$ cat src/rtl/cordic_share_arbiter.sv
// cordic_share_arbiter: round-robin session arbiter sharing one vectoring and one rotation CORDIC
// Ports:
//   clk, rst_n                     clock, async active-low reset
//   req / grant                    per-requester session request / one-hot registered grant
//   r_vec_* / r_rot_*              per-requester CORDIC issue pulses and packed operands
//   cv_* / cr_* (out)              registered operand bus to the vectoring / rotation CORDIC
//   cv_opvld..cv_mr_start, cr_*    results returning from the CORDICs
//   o_vec_* / o_rot_*              owner-masked result strobes, broadcast result data
//   busy, protocol_err             session active, sticky protocol violation
module cordic_share_arbiter #(
    parameter int NREQ          = 2,
    parameter int DATA_WIDTH    = 16,
    parameter int ANGLE_WIDTH   = 16,
    parameter int CORDIC_STAGES = 16,
    parameter int PEND_WIDTH    = 4
) (
    input  logic                          clk,
    input  logic                          rst_n,
    input  logic [NREQ-1:0]               req,
    output logic [NREQ-1:0]               grant,
    input  logic [NREQ-1:0]               r_vec_en,
    input  logic [NREQ*DATA_WIDTH-1:0]    r_vec_xin,
    input  logic [NREQ*DATA_WIDTH-1:0]    r_vec_yin,
    input  logic [NREQ-1:0]               r_vec_angle_en,
    input  logic [NREQ-1:0]               r_rot_en,
    input  logic [NREQ*DATA_WIDTH-1:0]    r_rot_xin,
    input  logic [NREQ*DATA_WIDTH-1:0]    r_rot_yin,
    input  logic [NREQ*ANGLE_WIDTH-1:0]   r_rot_angle,
    input  logic [NREQ*2-1:0]             r_rot_quad,
    input  logic [NREQ-1:0]               r_rot_mr_n,
    input  logic [NREQ*CORDIC_STAGES-1:0] r_rot_ext,
    input  logic [NREQ-1:0]               r_rot_ext_vld,
    output logic                          cv_en,
    output logic [DATA_WIDTH-1:0]         cv_xin,
    output logic [DATA_WIDTH-1:0]         cv_yin,
    output logic                          cv_angle_en,
    output logic                          cr_en,
    output logic [DATA_WIDTH-1:0]         cr_xin,
    output logic [DATA_WIDTH-1:0]         cr_yin,
    output logic [ANGLE_WIDTH-1:0]        cr_angle,
    output logic [1:0]                    cr_quad,
    output logic                          cr_mr_n,
    output logic [CORDIC_STAGES-1:0]      cr_ext,
    output logic                          cr_ext_vld,
    input  logic                          cv_opvld,
    input  logic [DATA_WIDTH-1:0]         cv_xout,
    input  logic [1:0]                    cv_quad,
    input  logic                          cv_mr_start,
    input  logic                          cr_opvld,
    input  logic [DATA_WIDTH-1:0]         cr_xout,
    output logic [NREQ-1:0]               o_vec_opvld,
    output logic [NREQ-1:0]               o_vec_mr_start,
    output logic [NREQ-1:0]               o_rot_opvld,
    output logic [DATA_WIDTH-1:0]         o_vec_xout,
    output logic [DATA_WIDTH-1:0]         o_rot_xout,
    output logic [1:0]                    o_vec_quad,
    output logic                          busy,
    output logic                          protocol_err
);
    localparam int OW = NREQ > 1 ? $clog2(NREQ) : 1;
    typedef enum logic [1:0] {IDLE, OWN, DRAIN} state_t;
    state_t                state;
    logic [OW-1:0]         owner, rr, sel;
    logic                  found, live, fwd_v, fwd_r, err_nx;
    logic [NREQ-1:0]       owner_oh;
    logic [PEND_WIDTH-1:0] vec_pend, rot_pend, vec_nx, rot_nx;
    // first requester strictly after the rr pointer, wrapping
    always_comb begin
        sel   = '0;
        found = 1'b0;
        for (int k = 1; k <= NREQ; k++) begin
            if (!found && req[(int'(rr) + k) % NREQ]) begin
                sel   = OW'((int'(rr) + k) % NREQ);
                found = 1'b1;
            end
        end
    end
    assign live           = state != IDLE;
    assign busy           = live;
    assign owner_oh       = NREQ'(1) << owner;
    assign fwd_v          = state == OWN && r_vec_en[owner];
    assign fwd_r          = state == OWN && r_rot_en[owner];
    assign o_vec_opvld    = (cv_opvld && live) ? owner_oh : '0;
    assign o_vec_mr_start = (cv_mr_start && live) ? owner_oh : '0;
    assign o_rot_opvld    = (cr_opvld && live) ? owner_oh : '0;
    assign o_vec_xout     = cv_xout;
    assign o_rot_xout     = cr_xout;
    assign o_vec_quad     = cv_quad;
    // simultaneous issue and return leave a counter unchanged; overflow/underflow flag an error
    always_comb begin
        vec_nx = vec_pend;
        rot_nx = rot_pend;
        err_nx = protocol_err || (!live && cv_mr_start);
        if (fwd_v && !cv_opvld) begin
            if (&vec_pend) err_nx = 1'b1;
            else vec_nx = vec_pend + PEND_WIDTH'(1);
        end else if (!fwd_v && cv_opvld) begin
            if (vec_pend == '0) err_nx = 1'b1;
            else vec_nx = vec_pend - PEND_WIDTH'(1);
        end
        if (fwd_r && !cr_opvld) begin
            if (&rot_pend) err_nx = 1'b1;
            else rot_nx = rot_pend + PEND_WIDTH'(1);
        end else if (!fwd_r && cr_opvld) begin
            if (rot_pend == '0) err_nx = 1'b1;
            else rot_nx = rot_pend - PEND_WIDTH'(1);
        end
    end
    always_ff @(posedge clk or negedge rst_n) begin
        if (!rst_n) begin
            state        <= IDLE;
            owner        <= '0;
            rr           <= OW'(NREQ - 1);
            grant        <= '0;
            vec_pend     <= '0;
            rot_pend     <= '0;
            protocol_err <= 1'b0;
            cv_en        <= 1'b0;
            cv_xin       <= '0;
            cv_yin       <= '0;
            cv_angle_en  <= 1'b0;
            cr_en        <= 1'b0;
            cr_xin       <= '0;
            cr_yin       <= '0;
            cr_angle     <= '0;
            cr_quad      <= '0;
            cr_mr_n      <= 1'b0;
            cr_ext       <= '0;
            cr_ext_vld   <= 1'b0;
        end else begin
            vec_pend     <= vec_nx;
            rot_pend     <= rot_nx;
            protocol_err <= err_nx;
            cv_en        <= fwd_v;
            cr_en        <= fwd_r;
            // operand fields only move on an issue, so they hold between pulses
            if (fwd_v) begin
                cv_xin      <= r_vec_xin[owner*DATA_WIDTH +: DATA_WIDTH];
                cv_yin      <= r_vec_yin[owner*DATA_WIDTH +: DATA_WIDTH];
                cv_angle_en <= r_vec_angle_en[owner];
            end
            if (fwd_r) begin
                cr_xin     <= r_rot_xin[owner*DATA_WIDTH +: DATA_WIDTH];
                cr_yin     <= r_rot_yin[owner*DATA_WIDTH +: DATA_WIDTH];
                cr_angle   <= r_rot_angle[owner*ANGLE_WIDTH +: ANGLE_WIDTH];
                cr_quad    <= r_rot_quad[owner*2 +: 2];
                cr_mr_n    <= r_rot_mr_n[owner];
                cr_ext     <= r_rot_ext[owner*CORDIC_STAGES +: CORDIC_STAGES];
                cr_ext_vld <= r_rot_ext_vld[owner];
            end
            case (state)
                IDLE: if (found) begin
                    grant <= NREQ'(1) << sel;
                    owner <= sel;
                    rr    <= sel;
                    state <= OWN;
                end
                OWN: if (!req[owner]) begin
                    grant <= '0;
                    state <= DRAIN;
                end
                DRAIN: if (vec_nx == '0 && rot_nx == '0) state <= IDLE;
                default: state <= IDLE;
            endcase
        end
    end
endmodule
$ cat config.mk
export PLATFORM = sky130hd
export DESIGN_NAME = cordic_share_arbiter
export DESIGN_NICKNAME = d
export VERILOG_FILES = /design/src/rtl/cordic_share_arbiter.sv
export SDC_FILE = /design/constraint.sdc
export NUM_CORES = 1
export LEC_CHECK = 0
export ABC_AREA = 1
export CAP_MARGIN = 10
export CORE_AREA = 2 2 154 156
export CTS_CLUSTER_DIAMETER = 50
export DETAILED_ROUTE_END_ITERATION = 16
export DIE_AREA = 0 0 156 158
export GPL_ROUTABILITY_DRIVEN = 0
export PLACE_DENSITY_LB_ADDON = 0.15
export SLEW_MARGIN = 20
export SYNTH_ARGS = -nofsm -noshare
export SYNTH_HDL_FRONTEND = slang
export SYNTH_SLANG_ARGS = --single-unit
$ cat constraint.sdc
create_clock -name clk -period 4.1 [get_ports clk]
set_input_delay 0.615 -clock clk [delete_from_list [all_inputs] [get_ports clk]]
set_output_delay 0.615 -clock clk [all_outputs]
set_load 0.1 [all_outputs]
==> results.ini <==
[grt]
grt_overflow_total = 0
gr-usage-all-layers_pct = 17.3
grt_max_degree = 81
antenna_found_initial = 0
grt_busiest_layer = met2
met1_usage_pct = 20.9
grt_first_pass_wirelength_um = 33000
use_met2_pct = 28.8
grt_pass1_vias = 5871
grtUsageMet3_pct = 6.05

[die]
dieArea_sq_um = 24600
rows = 56
die_h_um = 158
core_sq_um = 23100
top_level_ports = 394
start_util_pct = 26.3
dieWidth_um = 156

[timing]
setup_violations = 0
max_freq_mhz = 354
fin_skew_ns = 0.00814
period_needed_ns = 2.83
rsz0062_at_grt = no
slew_headroom_pct = 27.9
finalMaxSlewViolations = 0
fin_tns_setup_ns = 0
hold_viol_final = 0
worst_pin_slew_ns = 1.08
period_share_pct = 69.0

[synth]
synth_common_cells = 251 x nand2_1, 117 x dfrtp_1, 107 x nor2_1, 101 x a31oi_1, 45 x buf_4
synth_flop_cell = dfrtp_1
ys_ff_latch = 118
ys_seq_area_share_pct = 48.8
yosysUniqueCellTypes = 29
yosysWarnings = 0
syn_area_sq_um = 6060
syn_area_per_cell_sq_um = 7.91
synth_edf_count = 0
syn_nets = 1017
synth_top_area_share_pct = 48.3
synth.most_common_cell = nand2_1
netlist_instances = 766
async_flop_share_pct = 100
yosys.area.top_type = dfrtp_1
synth.area.top_cells = dfrtp_1 48%, nand2_1 16%, a31oi_1 10%

[cts]
path_clk_slew_ns = 0.06
clock-root-buffer = clkbuf_16
clock_sinks = 118
cts_tree = built
ctsLongestPathBuffers = 2
htree_levels = 4
hold_buffers = 0
insertion_delay_ns = 0.41
post-cts-setup-buffer-count = 0
cts-resized-gates = 0
cts_made_buffers = 17

[finish]
area_growth_pct = 63.1
drive_gt1_share_pct = 6.48
diodes = 0
utilization_pct = 42.9
fillCellCount = 2330
nets = 1287

[route]
wl_per_cell_um = 16.1
drt_wl_total_um = 21500
drt-initial-drc-count = 265
dr.pass1.iters = 4
detail-route-antenna-nets = 0
vias = 6063
vias_per_cell = 4.53
drc_errors = 0

[setup_path]
crit_slowest_cell = clkdlybuf4s50_1
crit_path_max_fanout = 5
reg2reg_depth = 8
cp-start-kind = flip-flop
cp_top_family = buffers and inverters
cp.required_ns = 3.48
crit_path_end_kind = output pin
r2r_start = owner$_DFFE_PN0P_
critPathBufInv = 2
ff2ff_setup_slack_ns = 1.88
slowest_delay_ns = 1.15
startpoint = state[1]$_DFFE_PN0P_
cp.arrival_ns = 2.21
worstReg2RegEnd = cr_yin[4]$_DFFE_PN0P_
crit_chain = nor2_2, inv_1, clkdlybuf4s50_1
critPathKind = reg2out

[run]
maxCapViolCount = 0

[min_path]
hold_path_class = in2async

[placed_design]
dp_hpwl_um = 15600
portBuffers = 325

[run_status]
status = complete, no violations

## final cells by class
| cell class | count | area [sq um] | area share (%) |
|---|---|---|---|
| sequential | 118 | 2960 | 29.9 |
| clock buffer | 18 | 429 | 4.34 |
| tap | 290 | 363 | 3.67 |
| multi-input combinational | 534 | 2480 | 25.1 |
| clock inverter | 14 | 199 | 2.01 |
| timing repair buffer | 334 | 3340 | 33.8 |
| inverter | 31 | 120 | 1.22 |
## cell families after synthesis
family,after synthesis,synth area share [%]
flip-flops,118,48.8
XOR/XNOR,2,0.289
AND/OR/NAND/NOR,411,27.9
adder cells (fa/ha/maj),4,0.826
buffers and inverters,114,10.4
AO/OA/AOI/OAI,117,11.9
## flip-flops by register name, summed over array words and instances, names as in the netlist, 4 cells and up
signal    flops
cr_angle     16
cr_xin       16
cr_ext       16
vec_pend      4
cv_yin       16
cr_yin       16
rot_pend      4
cv_xin       16
## layer usage
layer | share of wire [%] | vias to the layer above | wire length (um)
li1 | - | 3024 | -
met1 | 42 | 2794 | 9020
met2 | 48 | 211 | 10300
met3 | 8.8 | 34 | 1900
met4 | 1.6 | 0 | 349
met5 | 0 | - | 0
## through the flow
stage | std cells | setup WS, ns | area (sq um) | hold WS [ns]
5_1_grt | 1339 | 1.20 | 9880 | 0.273
3_5_place_dp | 1307 | 1.45 | 9260 | 0.474
4_1_cts | 1339 | 1.23 | 9880 | 0.255
6_report | 1339 | 1.27 | 9880 | 0.232
3_3_place_gp | 1307 | 1.45 | 9260 | 0.482
2_1_floorplan | 766 | 0.552 | 6060 | 0.319
## worst reg2reg max path, cell delays in order, from the launching register on
cell and delay, ns:
dfrtp_4 0.63, inv_4 0.28, nand2_1 0.11, nand2_2 0.11, nand2_4 0.10, clkinv_2 0.30
buf_4 0.37, nor2_1 0.08, a31oi_1 0.17
## how the worst max path moves through the flow
stage,endpoint,depth (start not counted),slack [ns]
CTS,busy,3,1.23
finish,busy,3,1.27
global placement,o_vec_opvld[1],4,1.45
detailed placement,o_vec_opvld[0],4,1.45
floorplan,o_rot_opvld[1],5,0.55
global route,busy,3,1.20
## cells in the final DEF (no fill, tap or decap), drive strengths merged
master,instances
nor3,8
dfstp,1
bufinv,4
clkbuf,18
dfrtp,117
clkdlybuf4s50,317
xor2,2
nand3,24
o221a,1
inv,33
a21oi,4
nor2,111
clkinv,7
buf,17
nand2,257
clkinvlp,1
a31oi,101
nand4,11
o21ai,11
ha,4
Power is not shown: default switching activity piles up to over one toggle a cycle in this logic, so the estimate is an artifact.
==> RTL edit 1 (same settings) <==
Encoding of `state_t`: now one-hot (3 bits for 3 states).
--- a/src/rtl/cordic_share_arbiter.sv
+++ b/src/rtl/cordic_share_arbiter.sv
@@ -58,7 +58,7 @@
     output logic                          protocol_err
 );
     localparam int OW = NREQ > 1 ? $clog2(NREQ) : 1;
-    typedef enum logic [1:0] {IDLE, OWN, DRAIN} state_t;
+    typedef enum logic [2:0] {IDLE = 3'b001, OWN = 3'b010, DRAIN = 3'b100} state_t;
     state_t                state;
     logic [OW-1:0]         owner, rr, sel;
     logic                  found, live, fwd_v, fwd_r, err_nx;
Behaviour: same outputs for any inputs over 4 cycles, from zero or initial values and one cycle with rst_n low; so few cycles prove little.
==> RTL edit 1 against the unedited design <==
Design area increased by 0.92%; wire length increased by 5.1%; final cell count increased by 1.3%; sequential cell count increased by 1; count of clock-buffer cells in the layout decreased by 1; hold slack improved by 0.070 ns; setup slack improved by 0.050 ns; clock skew increased by 0.0052 ns; area after synthesis increased by 1.1%.
Power is not shown: default switching activity piles up to over one toggle a cycle in this logic, so the estimate is an artifact.
==> RTL edit 1: results (changes against the unedited design) <==
| Metric | Value |
|---|---|
| Post-CTS Setup Bufs | 0 (unchanged) |
| ANT nets after route | 0 (unchanged) |
| Htree depth | 4 (unchanged) |
| XOR/XNOR Fraction of Synth Area | 0.7152% (+0.43 points) |
| Mux contribution to synthesized area | 0% (unchanged) |
| Register area share after synthesis | 48.67% (-0.079 points) |
| Fillcell total | 2,288 (-1.8%) |
| Worst Tran Pin Value | 1.087 ns (+0.008230 ns) |
| Family with the most delay on the worst path | buffers and inverters |
| Cts bufs inserted | 17 (unchanged) |
| Worst min path class | in -> async |
| CTS max path bufs | 2 (unchanged) |
| Compound-cell area share of the yosys netlist | 11.40% (-0.45 points) |
| Synth cell count leaders | nand2_1, dfrtp_1, nor2_1 |
| Nets | 1,305 (+1.4%) |
| Ant. Diodes | 0 (unchanged) |
| Worst slack, placed | 1.473 ns (+0.02634 ns) |
| Share of cells above drive strength 1 | 6.754% (+0.27 points) |
| Asr flop ratio synth | 100.0% (unchanged) |
| Antenna violations before repair | 3 (+3) |
| Top cells by area, synth | dfrtp_1, nand2_1, a31oi_1, nor2_1, buf_4 |
| Drt total wl | 22.63 mm (+5.1%) |
| Placed inst area | 0.009326 mm2 (+0.76%) |
| CP Max Fanout | 5 (unchanged) |
| Main synth FF type | dfrtp_1 |
| DRT iter0 DRCs | 360 (+36%) |
| Clock transition at the registers of the reported paths | 0.06 ns (about the same) |
| Synth unique cells | 32 (+10%) |
| Clk root buf | clkbuf_16 |
| CP max stage delay | 1.17 ns (+0.02 ns) |
| Wire per inst | 16.69 um (+3.8%) |
| Synthesized instance count | 785 (+2.5%) |
| Hpwl dp | 16.36 mm (+4.9%) |
| Data arrival, critical path | 2.16 ns (-0.05 ns) |
| Outcome | complete, no violations |
| YS warnings | 0 (unchanged) |
| Later-pin clock latency in the skew report | 0.41 ns (about the same) |
| Largest net degree at the start of global routing | 78 (-3.7%) |
| Share of the synthesized area in the top cell type | 47.81% (-0.50 points) |
| Clk_skew | 0.01336 ns (+0.005219 ns) |
| Critical path's slowest cell | clkdlybuf4s50_1 |
| CTS resizes | 0 (unchanged) |
| Global-route wire length before repair | 33.84 mm (+2.6%) |
| Vias in the first global route | 5,800 (-1.2%) |
| Global-route usage over all layers | 18.05% (+0.79 points) |
| Port Buf Inserts | 325 (unchanged) |
| Synthesized net count | 1,036 (+1.9%) |
| Routed vias/inst | 4.510 (-0.39%) |
| DR pass1 iterations | 4 (unchanged) |
| Synth Area in Adders | 0.8173% (-0.0086 points) |
==> RTL edit 1: cell types whose count changed after synthesis, moves of 3 or more <==
| cell | unedited run | this run |
|---|---|---|
| inv_2 | 5 | 2 |
| clkbuf_1 | 19 | 23 |
| a21oi_1 | 4 | 1 |
| nor2_1 | 107 | 116 |
| buf_2 | 17 | 25 |
| buf_4 | 45 | 34 |
| nand2_2 | 4 | 7 |
| inv_1 | 25 | 32 |
| nand4_1 | 11 | 8 |
| nand2_1 | 251 | 256 |
==> RTL edit 1: path summary, 6_finish.rpt <==
| check | start | end | slack, ns | cells after the start |
|---|---|---|---|---|
| worst max-delay path | state[1] | busy | 1.32 | 3 |
| worst min-delay path | rst_n | cv_xin[0] | 0.30 | 1 |
| worst max register to register | owner | cr_xin[0] | 1.78 | 8 |
| worst min register to register | grant[1] | grant[1] | 0.47 | 2 |
| max in group asynchronous | rst_n | cr_yin[10] | 2.87 | 2 |
| min in group clk | grant[1] | grant[1] | 0.47 | 2 |
==> RTL edit 1: worst reg2reg max path, delay by kind of cell, from the launching register on <==
| kind | cells | cell delay, ns |
|---|---|---|
| AOI/OAI and AO/OA | 1 | 0.16 |
| buffers and inverters | 3 | 1.07 |
| DFF | 1 | 0.65 |
| and+or+nand+nor | 4 | 0.35 |
==> RTL edit 1: layer usage <==
layer	GRT usage, %	wire [um]	vias to the layer above
met5	0	30	-
met4	5.941	384	4
met3	5.776	1923	32
met2	30.28	10920	214
met1	22.04	9369	2795
li1	-	-	3071
==> RTL edit 1: final cells by class <==
class	instances	area, um2	area share, %
inverters	35	136.4	1.367
flip-flops and latches	119	2984	29.91
repair buffers	334	3316	33.24
well taps	290	362.8	3.637
clock buffers	17	425.4	4.264
multi-input cells	547	2527	25.34
clock inverters	14	224.0	2.245
==> RTL edit 2 (config.mk and constraints unchanged) <==
Made on the original files. Set the parameter `NREQ` to 1 (it was 2).
--- a/src/rtl/cordic_share_arbiter.sv
+++ b/src/rtl/cordic_share_arbiter.sv
@@ -8,7 +8,7 @@
 //   o_vec_* / o_rot_*              owner-masked result strobes, broadcast result data
 //   busy, protocol_err             session active, sticky protocol violation
 module cordic_share_arbiter #(
-    parameter int NREQ          = 2,
+    parameter int NREQ          = 1,
     parameter int DATA_WIDTH    = 16,
     parameter int ANGLE_WIDTH   = 16,
     parameter int CORDIC_STAGES = 16,
Interface: changed (17 resized); port bits go from 394 to 286. No check against the original RTL was run, so the function may have changed too.
==> RTL edit 2 against the unedited design <==
Final cell count is 18% lower; area after synthesis is 17% lower; clock skew is 0.0024 ns lower; design area is 21% lower; largest cell class is now registers; sequential share of layout area is 6.9 points higher; highest routed layer unchanged; wire length is 29% lower; sequential cell count is 3 lower; critical path type unchanged; setup slack better by 0.0032 ns; first-iteration DRC count is 18% lower; fmax is 0.11% higher.
Power is left out: the tool's default activity adds up to more than one toggle a clock period on the data nets, which glitch-free logic cannot reach.
==> RTL edit 2: results (changes against the unedited design) <==
| Metric | Value |
|---|---|
| Register area share after synthesis | 57.20% (+8.4 points) |
| Share of cells above drive strength 1 | 5.985% (-0.50 points) |
| Worst slack, placed | 1.384 ns (-0.06289 ns) |
| Port Buf Inserts | 217 (-33%) |
| R2R cell count | 9 (+1) |
| Synthesized net count | 752 (-26%) |
| Synth unique cells | 22 (-24%) |
| Flop-to-flop setup slack | 2.07 ns (+0.19 ns) |
| CP Max Fanout | 6 (+1) |
| Placed inst area | 0.007252 mm2 (-22%) |
| Outcome | complete, no violations |
| Largest net degree at the start of global routing | 63 (-22%) |
| Clk_skew | 0.005704 ns (-0.002437 ns) |
| Routed vias/inst | 3.897 (-14%) |
| Met2 routed WL | 7.642 mm (-26%) |
| Met3 WL | 1.236 mm (-35%) |
| Top cells by area, synth | dfrtp_1, nand2_1, buf_4, nand3_1, inv_1 |
| DRT iter0 DRCs | 218 (-18%) |
| Vias in the first global route | 4,199 (-28%) |
| Global-route wire length before repair | 23.51 mm (-29%) |
| Global-route usage over all layers | 12.62% (-4.6 points) |
| Normalized max-slew margin | 30.15% (+2.3 points) |
| Nets | 936 (-27%) |
| WL met1 | 6.333 mm (-30%) |
| Wire per inst | 14.08 um (-12%) |
| Hpwl dp | 10.89 mm (-30%) |
| Fillcell total | 2,409 (+3.4%) |
| Worst hold slack | 0.2866 ns (+0.05489 ns) |
==> RTL edit 2: cell types whose count changed after synthesis, moves of 3 or more <==
cell,before,now
a31oi_1,101,0
nor2_1,107,14
nand2_1,251,342
buf_4,45,34
buf_2,17,8
nor3_1,8,0
clkbuf_1,19,13
inv_2,5,1
nand2_2,4,0
nand4_1,11,7
a21oi_1,4,1
inv_1,25,22
o21ai_1,3,0
==> RTL edit 2: final cells by class <==
class                           instances  area share, %
Inverter                               25          1.201
Timing Repair Buffer                  222          28.48
Clock buffer                           17          5.446
Sequential cell                       115          36.84
Clock inverter                         15          1.714
Multi-Input combinational cell        408          21.67
Tap cell                              290          4.645
==> RTL edit 2: metal layers <==
layer	GRT usage, %	vias up
li1	-	2177
met1	14.81	1945
met2	20.54	120
met3	5.448	14
met4	4.718	0
met5	0	-
==> RTL edit 2: kinds of logic after synthesis <==
family / after synthesis / synth area share [%]
AO/OA/AOI/OAI: 13 / 1.517
XOR/XNOR: 1 / 0.1741
adder cells (fa/ha/maj): 4 / 0.9948
buffers and inverters: 82 / 9.152
flip-flops: 115 / 57.20
AND/OR/NAND/NOR: 390 / 30.96
==> RTL edit 2: path summary, 6_finish.rpt <==
path	end
max in group asynchronous	vec_pend[1]
max reg2reg	state[1]
max	busy
min in group clk	cr_yin[11]
min	cr_mr_n
min reg2reg	cr_yin[11]
==> RTL edit 2: critical path, delay by kind of cell (launching register included) <==
| kind | cells | cell delay [ns] |
|---|---|---|
| AND/OR/NAND/NOR | 1 | 0.32 |
| buffers and inverters | 2 | 1.04 |
| flip-flops | 1 | 0.45 |
==> RTL edit 2: stage by stage <==
| step | std cells | utilization, % |
|---|---|---|
| 6_report | 1092 | 33.89 |
| 5_1_grt | 1092 | 33.89 |
| 4_1_cts | 1092 | 33.89 |
| 3_5_place_dp | 1060 | 31.46 |
| 3_3_place_gp | 1060 | 31.46 |
| 2_1_floorplan | 605 | - |
